`src/rtl/decode_arb_pkg.sv`:
```
// Shared types and constants for the two-source decode stream arbiter.
// Pure declarations: no latency, no flow control.
package decode_arb_pkg;

  typedef enum logic {
    IDLE = 1'b0,
    BUSY = 1'b1
  } state_t;

  typedef logic src_id_t;

  localparam int NUM_SRC       = 2;
  localparam int TAG_DEPTH_DEF = 4;

  // Round-robin pick: rr_ptr breaks ties, a lone valid source always wins.
  function automatic src_id_t rr_pick(input logic v0, input logic v1, input src_id_t ptr);
    if (v0 && v1) return ptr;
    else if (v1)  return 1'b1;
    else          return 1'b0;
  endfunction

endpackage

```
`src/rtl/tag_fifo.sv`:
```
// Owner-ID FIFO recording grant order for the output demux; 1-cycle push-to-visible.
// Push ignored when full, pop ignored when empty; simultaneous push/pop keeps the count.
module tag_fifo
  import decode_arb_pkg::*;
#(
  parameter int DEPTH = TAG_DEPTH_DEF
) (
  input  logic    clk,
  input  logic    reset,
  input  logic    push,
  input  src_id_t push_dat,
  input  logic    pop,
  output src_id_t pop_dat,
  output logic    full,
  output logic    empty
);

  localparam int AW = $clog2(DEPTH);

  logic [AW-1:0] wr_ptr;
  logic [AW-1:0] rd_ptr;
  logic [AW:0]   cnt;
  src_id_t       mem [DEPTH];

  logic push_ok;
  logic pop_ok;

  assign full    = (cnt == (AW+1)'(DEPTH));
  assign empty   = (cnt == '0);
  assign push_ok = push && !full;
  assign pop_ok  = pop && !empty;
  assign pop_dat = mem[rd_ptr];

  always_ff @(posedge clk or negedge reset) begin
    if (!reset) begin
      wr_ptr <= '0;
      rd_ptr <= '0;
      cnt    <= '0;
    end else begin
      if (push_ok) wr_ptr <= wr_ptr + AW'(1);
      if (pop_ok)  rd_ptr <= rd_ptr + AW'(1);
      case ({push_ok, pop_ok})
        2'b10:   cnt <= cnt + (AW+1)'(1);
        2'b01:   cnt <= cnt - (AW+1)'(1);
        default: cnt <= cnt;
      endcase
    end
  end

  // Storage needs no reset: entries are only read once counted in.
  always_ff @(posedge clk) begin
    if (push_ok) mem[wr_ptr] <= push_dat;
  end

endmodule

```
`src/rtl/decode_stream_arbiter.sv`:
```
// Per-packet round-robin arbiter sharing one ZFP decode pipeline between two encoded-bit streams.
// Grant costs 1 IDLE cycle, flits pass through in 0 cycles; m_ready goes straight to the owning source.
module decode_stream_arbiter
  import decode_arb_pkg::*;
#(
  parameter int DATA_W    = 64,
  parameter int TAG_DEPTH = TAG_DEPTH_DEF,
  parameter int CNT_W     = 16
) (
  input  logic              clk,
  input  logic              reset,
  input  logic [DATA_W-1:0] s0_data_tdata,
  input  logic              s0_data_tlast,
  input  logic              s0_valid,
  output logic              s0_ready,
  input  logic [DATA_W-1:0] s1_data_tdata,
  input  logic              s1_data_tlast,
  input  logic              s1_valid,
  output logic              s1_ready,
  output logic [DATA_W-1:0] m_data_tdata,
  output logic              m_data_tlast,
  output logic              m_valid,
  input  logic              m_ready,
  output logic              tag_id,
  output logic              tag_valid,
  input  logic              tag_ready,
  output logic [CNT_W-1:0]  pkt_cnt0,
  output logic [CNT_W-1:0]  pkt_cnt1
);

  state_t  state, state_nxt;
  src_id_t sel, sel_nxt;
  src_id_t rr_ptr, rr_nxt;
  src_id_t winner;
  src_id_t tag_head;

  logic grant;
  logic pkt_done;
  logic tag_full;
  logic tag_empty;

  logic [CNT_W-1:0] pkt_cnt [NUM_SRC];

  // Full is judged on the registered count, so a same-cycle pop never lets a grant through.
  assign grant    = (state == IDLE) && (s0_valid || s1_valid) && !tag_full;
  assign winner   = rr_pick(s0_valid, s1_valid, rr_ptr);
  assign pkt_done = m_valid && m_ready && m_data_tlast;

  always_ff @(posedge clk or negedge reset) begin
    if (!reset) begin
      state  <= IDLE;
      sel    <= 1'b0;
      rr_ptr <= 1'b0;
    end else begin
      state  <= state_nxt;
      sel    <= sel_nxt;
      rr_ptr <= rr_nxt;
    end
  end

  always_comb begin
    state_nxt = state;
    sel_nxt   = sel;
    rr_nxt    = rr_ptr;
    case (state)
      IDLE: begin
        if (grant) begin
          state_nxt = BUSY;
          sel_nxt   = winner;
        end
      end
      BUSY: begin
        if (pkt_done) begin
          state_nxt = IDLE;
          rr_nxt    = ~sel;
        end
      end
      default: state_nxt = IDLE;
    endcase
  end

  // A source dropping valid mid-packet keeps the grant; m_valid simply follows it.
  always_comb begin
    m_data_tdata = '0;
    m_data_tlast = 1'b0;
    m_valid      = 1'b0;
    s0_ready     = 1'b0;
    s1_ready     = 1'b0;
    if (state == BUSY) begin
      if (sel == 1'b1) begin
        m_data_tdata = s1_data_tdata;
        m_data_tlast = s1_data_tlast;
        m_valid      = s1_valid;
        s1_ready     = m_ready;
      end else begin
        m_data_tdata = s0_data_tdata;
        m_data_tlast = s0_data_tlast;
        m_valid      = s0_valid;
        s0_ready     = m_ready;
      end
    end
  end

  always_ff @(posedge clk or negedge reset) begin
    if (!reset) begin
      for (int i = 0; i < NUM_SRC; i++) pkt_cnt[i] <= '0;
    end else if (pkt_done) begin
      pkt_cnt[sel] <= pkt_cnt[sel] + CNT_W'(1);
    end
  end

  assign pkt_cnt0 = pkt_cnt[0];
  assign pkt_cnt1 = pkt_cnt[1];

  tag_fifo #(
    .DEPTH (TAG_DEPTH)
  ) u_tag_fifo (
    .clk      (clk),
    .reset    (reset),
    .push     (grant),
    .push_dat (winner),
    .pop      (tag_ready),
    .pop_dat  (tag_head),
    .full     (tag_full),
    .empty    (tag_empty)
  );

  assign tag_id    = tag_head;
  assign tag_valid = !tag_empty;

endmodule

```
`config.mk`:
```
export PLATFORM = sky130hd
export DESIGN_NAME = decode_stream_arbiter
export DESIGN_NICKNAME = d
export VERILOG_FILES = /design/src/rtl/decode_arb_pkg.sv /design/src/rtl/tag_fifo.sv /design/src/rtl/decode_stream_arbiter.sv
export SDC_FILE = /design/constraint.sdc
export NUM_CORES = 1
export LEC_CHECK = 0
export ABC_AREA = 1
export BUFFER_PORTS_ARGS = -buffer_cell sky130_fd_sc_hd__buf_2
export CORE_ASPECT_RATIO = 0.75
export CORE_UTILIZATION = 47
export DETAILED_ROUTE_END_ITERATION = 10
export PLACE_DENSITY = 0.95
export SLEW_MARGIN = 20
export SYNTH_ARGS = -nofsm -noshare
export SYNTH_HDL_FRONTEND = slang
export SYNTH_SLANG_ARGS = --single-unit
```
`constraint.sdc`:
```
create_clock -name clk -period 3.1 [get_ports clk]
set_input_delay 0.31 -clock clk [delete_from_list [all_inputs] [get_ports clk]]
set_output_delay 0.31 -clock clk [all_outputs]
set_load 0.005 [all_outputs]
```
==> Flow_metrics.wiki <==
{| class="wikitable"
! Metric !! Value
|-
| Detailed-route wire length per cell || 15.2 µm
|-
| Total standard cell area after synthesis || 0.00369 mm²
|-
| Mean instance size in the synthesized netlist || 6.37 µm²
|-
| Quantity of hold-fixing buffers added after cts || 0
|-
| Crit Path Max Fanout || 57
|-
| Number of hold-slack violations in the final timing report || 0
|-
| Vertical die dimension || 78.8 µm
|-
| Horiz. Die Dim || 104 µm
|-
| Hold_ws || 143 ps
|-
| Slew Viols, Final || 0
|-
| Number of setup buffers added after CTS || 0
|-
| Count of vias placed by the detailed router || 4,670
|-
| Yosys warnings || 0
|-
| Path category of the worst min-delay check || in -> async
|-
| CTS sink count || 46
|-
| Area of the die || 0.00822 mm²
|-
| Number of enable-type register cells in the synthesized netlist || 4
|-
| Pwr Density || 915 mW/mm²
|-
| I/O pin cnt || 238
|-
| Signed area change from the synthesized netlist to the final layout || 33.6%
|-
| Share of post-route cells with drive strength above 1 || 34.2%
|-
| Non-Filler Cell Area, Final || 0.00493 mm²
|-
| Detailed-route wire length || 13,700 µm
|-
| Cells resized by post-CTS repair || 0
|-
| Final net count || 941
|-
| Area share of xor/xnor cells in the synthesized design || 2.37%
|-
| Post-layout total power || 4.51 mW
|-
| Clock tree from TritonCTS || done
|-
| Post-synthesis cell type with the largest combined area || sky130_fd_sc_hd__dfrtp_1
|-
| Register-to-register setup slack || 930 ps
|-
| Antenna Nets Post-Route || 0
|-
| Clock transition at path regs || 90 ps
|-
| Synthesized flop and latch total || 46
|-
| Placer's final routability congestion estimate || 0.941
|-
| Area fraction in and, or, nand and nor cells after synthesis || 38.3%
|-
| Post-synthesis mux area share || 0%
|-
| Most frequently used flop master after synthesis || sky130_fd_sc_hd__dfrtp_1
|-
| DRC violations left || 0
|-
| RSZ-0062 raised after global routing || false
|-
| Iteration count of the initial detailed-routing pass || 5
|-
| Static leakage || 2.83 nW
|-
| Synth top area cells || sky130_fd_sc_hd__dfrtp_1, sky130_fd_sc_hd__nor2_1, sky130_fd_sc_hd__nand2_1, sky130_fd_sc_hd__o21ai_0, sky130_fd_sc_hd__inv_1
|-
| Worst slew pin tran || 973 ps
|-
| Worst-Skew Late Latency || 310 ps
|-
| Achievable frequency || 416 MHz
|-
| Post-Synthesis Cells || 580
|-
| Starting utilization of the core area || 49.5%
|-
| Fraction of post-synthesis cell area in the top cell type by area || 28.5%
|-
| Shortest period the worst path allows || 2410 ps
|-
| Combinational family with the most area after synthesis || simple AND/OR/NAND/NOR gates
|-
| Synthesized net count || 723
|-
| Compound-Gate Fraction of Synth Area || 14.0%
|-
| Setup Total Neg Slack || 0 ps
|-
| Commonest cells in the synthesized netlist || sky130_fd_sc_hd__nor2_1, sky130_fd_sc_hd__nand2_1, sky130_fd_sc_hd__o21ai_0
|-
| Critical Path Sink Type || primary output
|-
| Arithmetic-cell share of the synthesized area counting full adders, half adders and majority gates || 2.57%
|-
| Initial DRC count || 366
|-
| Most common cell in the netlist || sky130_fd_sc_hd__nor2_1
|-
| Maximum number of pins on one net before global-route repair || 67
|-
| Floorplan row count || 27
|-
| Max Clock Skew || 8.69 ps
|-
| Share of async-settable or async-resettable flops after synthesis || 91.3%
|-
| Count of max-cap constraint violations || 0
|-
| Wire length of the first global-routing pass || 20,700 µm
|-
| Crit Path Class || reg -> out
|-
| Proportion of synthesized chip area in sequential cells || 31.7%
|-
| Startpoint Class || register
|-
| Arrival time of the worst setup path || 2100 ps
|-
| Port buffer count || 237
|-
| Number of global-route vias before repair || 4,060
|-
| CTS H-tree depth || 2
|-
| Core Region || 0.00747 mm²
|-
| Vias per inst || 5.19
|-
| Max Root-Sink Buffers || 2
|-
| Number of antenna violations at the first check in global routing || 0
|-
| Worst max-slew margin expressed relative to the limit || 35.1%
|-
| Final count of negative-setup-slack endpoints || 0
|-
| Total half-perimeter wirelength after legalization and detailed placement || 10,900 µm
|-
| Clock tree root driver cell || sky130_fd_sc_hd__clkbuf_8
|-
| Peak VDD IR || 0.438 mV
|-
| Outcome || completed
|-
| GRT Resource Usage Total || 32.6%
|-
| Overflow left after global routing || 0
|-
| Data required time of the critical path || 2790 ps
|-
| Antenna diode count || 0
|-
| Share of the cycle needed by the critical path after routing || 77.6%
|-
| Number of distinct library cell variants in the gate-level netlist after synthesis || 34
|-
| TritonCTS buffer count || 5
|-
| Post-detailed-placement cell area || 0.00484 mm²
|}
[final cells by class]
| type | instances | area [µm²] |
|---|---|---|
| Clock buffer | 7 | 86.3 |
| Inverter | 53 | 206 |
| Fill cell | 720 | 2530 |
| Timing Repair Buffer | 242 | 1220 |
| Multi-Input combinational cell | 450 | 2110 |
| Sequential cell | 46 | 1170 |
| Tap cell | 101 | 126 |
| Clock inverter | 1 | 5.00 |
[cells by family after synthesis]
family | count (synthesis)
DFF | 46
buffers and inverters | 84
xor gates and xnor gates | 10
adders and majority gates | 7
and+or+nand+nor | 334
AOI/OAI and AO/OA | 99
[flip-flops by register name, indices dropped and copies added, names as in the netlist]
signal / cells
state: 1
sel: 1
u_tag_fifo.wr_ptr: 2
u_tag_fifo.rd_ptr: 2
rr_ptr: 1
pkt_cnt1: 16
pkt_cnt0: 16
u_tag_fifo.mem: 4
u_tag_fifo.cnt: 3
[power by group]
group	leakage (nW)	total (mW)	switching [mW]	internal, mW
Sequential	0.559	1.11	0.242	0.870
Combinational	2.23	3.01	1.87	1.14
Clock	0.0482	0.390	0.209	0.180
[metrics by stage]
step | std cells | utilization [%] | worst slack, ps
finish | 900 | 66.1 | 695
global route | 900 | 66.1 | 509
CTS | 900 | 66.1 | 707
detailed placement | 892 | 64.9 | 871
global placement | 892 | 64.9 | 970
floorplan | 580 | - | 1170
[worst max-delay path, stage by stage, from the launching register on]
cell	delay (ps)
sky130_fd_sc_hd__dfrtp_2	560
sky130_fd_sc_hd__inv_6	290
sky130_fd_sc_hd__buf_4	520
sky130_fd_sc_hd__nor2_1	80
sky130_fd_sc_hd__nor2_1	190
sky130_fd_sc_hd__buf_2	150
[path summary, 6_finish.rpt]
path | startpoint | endpoint | cells past startpoint
worst max-delay path | sel | m_data_tdata[2] | 5
worst min-delay path | reset | u_tag_fifo.cnt[1] | 1
worst max register to register | sel | pkt_cnt0[0] | 9
worst min register to register | u_tag_fifo.cnt[0] | u_tag_fifo.cnt[0] | 1
max in group asynchronous | reset | sel | 1
min in group clk | tag_ready | u_tag_fifo.rd_ptr[0] | 3
[metal layers]
| layer | routed length [µm] | share of wire, % | global-route usage, % | vias to the layer above |
|---|---|---|---|---|
| li1 | - | - | - | 2252 |
| met1 | 5330 | 39 | 41.1 | 2079 |
| met2 | 6430 | 47 | 55.1 | 289 |
| met3 | 1250 | 9.2 | 5.75 | 50 |
| met4 | 672 | 4.9 | 14.3 | 0 |
| met5 | 0 | 0 | 0 | - |
[placed cells by master (no fill, tap or decap), types with 2 or more instances in the layout]
cell type                  instances
sky130_fd_sc_hd__nor2_2            4
sky130_fd_sc_hd__a21oi_1           3
sky130_fd_sc_hd__clkbuf_8          6
sky130_fd_sc_hd__nand3_4           3
sky130_fd_sc_hd__edfxtp_1          4
sky130_fd_sc_hd__nand3_1          28
sky130_fd_sc_hd__nor2_4            3
sky130_fd_sc_hd__nor2_1          145
sky130_fd_sc_hd__nand4_1           2
sky130_fd_sc_hd__nor3_1            2
sky130_fd_sc_hd__buf_2           237
sky130_fd_sc_hd__o21ai_2           4
sky130_fd_sc_hd__nor2_8            2
sky130_fd_sc_hd__inv_2             2
sky130_fd_sc_hd__nand2_2           2
sky130_fd_sc_hd__xor2_1            9
sky130_fd_sc_hd__dfrtp_1          41
sky130_fd_sc_hd__o21ai_1          14
sky130_fd_sc_hd__ha_1              6
sky130_fd_sc_hd__inv_1            49
sky130_fd_sc_hd__nand2_1         140
sky130_fd_sc_hd__buf_4             5
sky130_fd_sc_hd__o21ai_0          75
(Power assumes the default switching activity.)
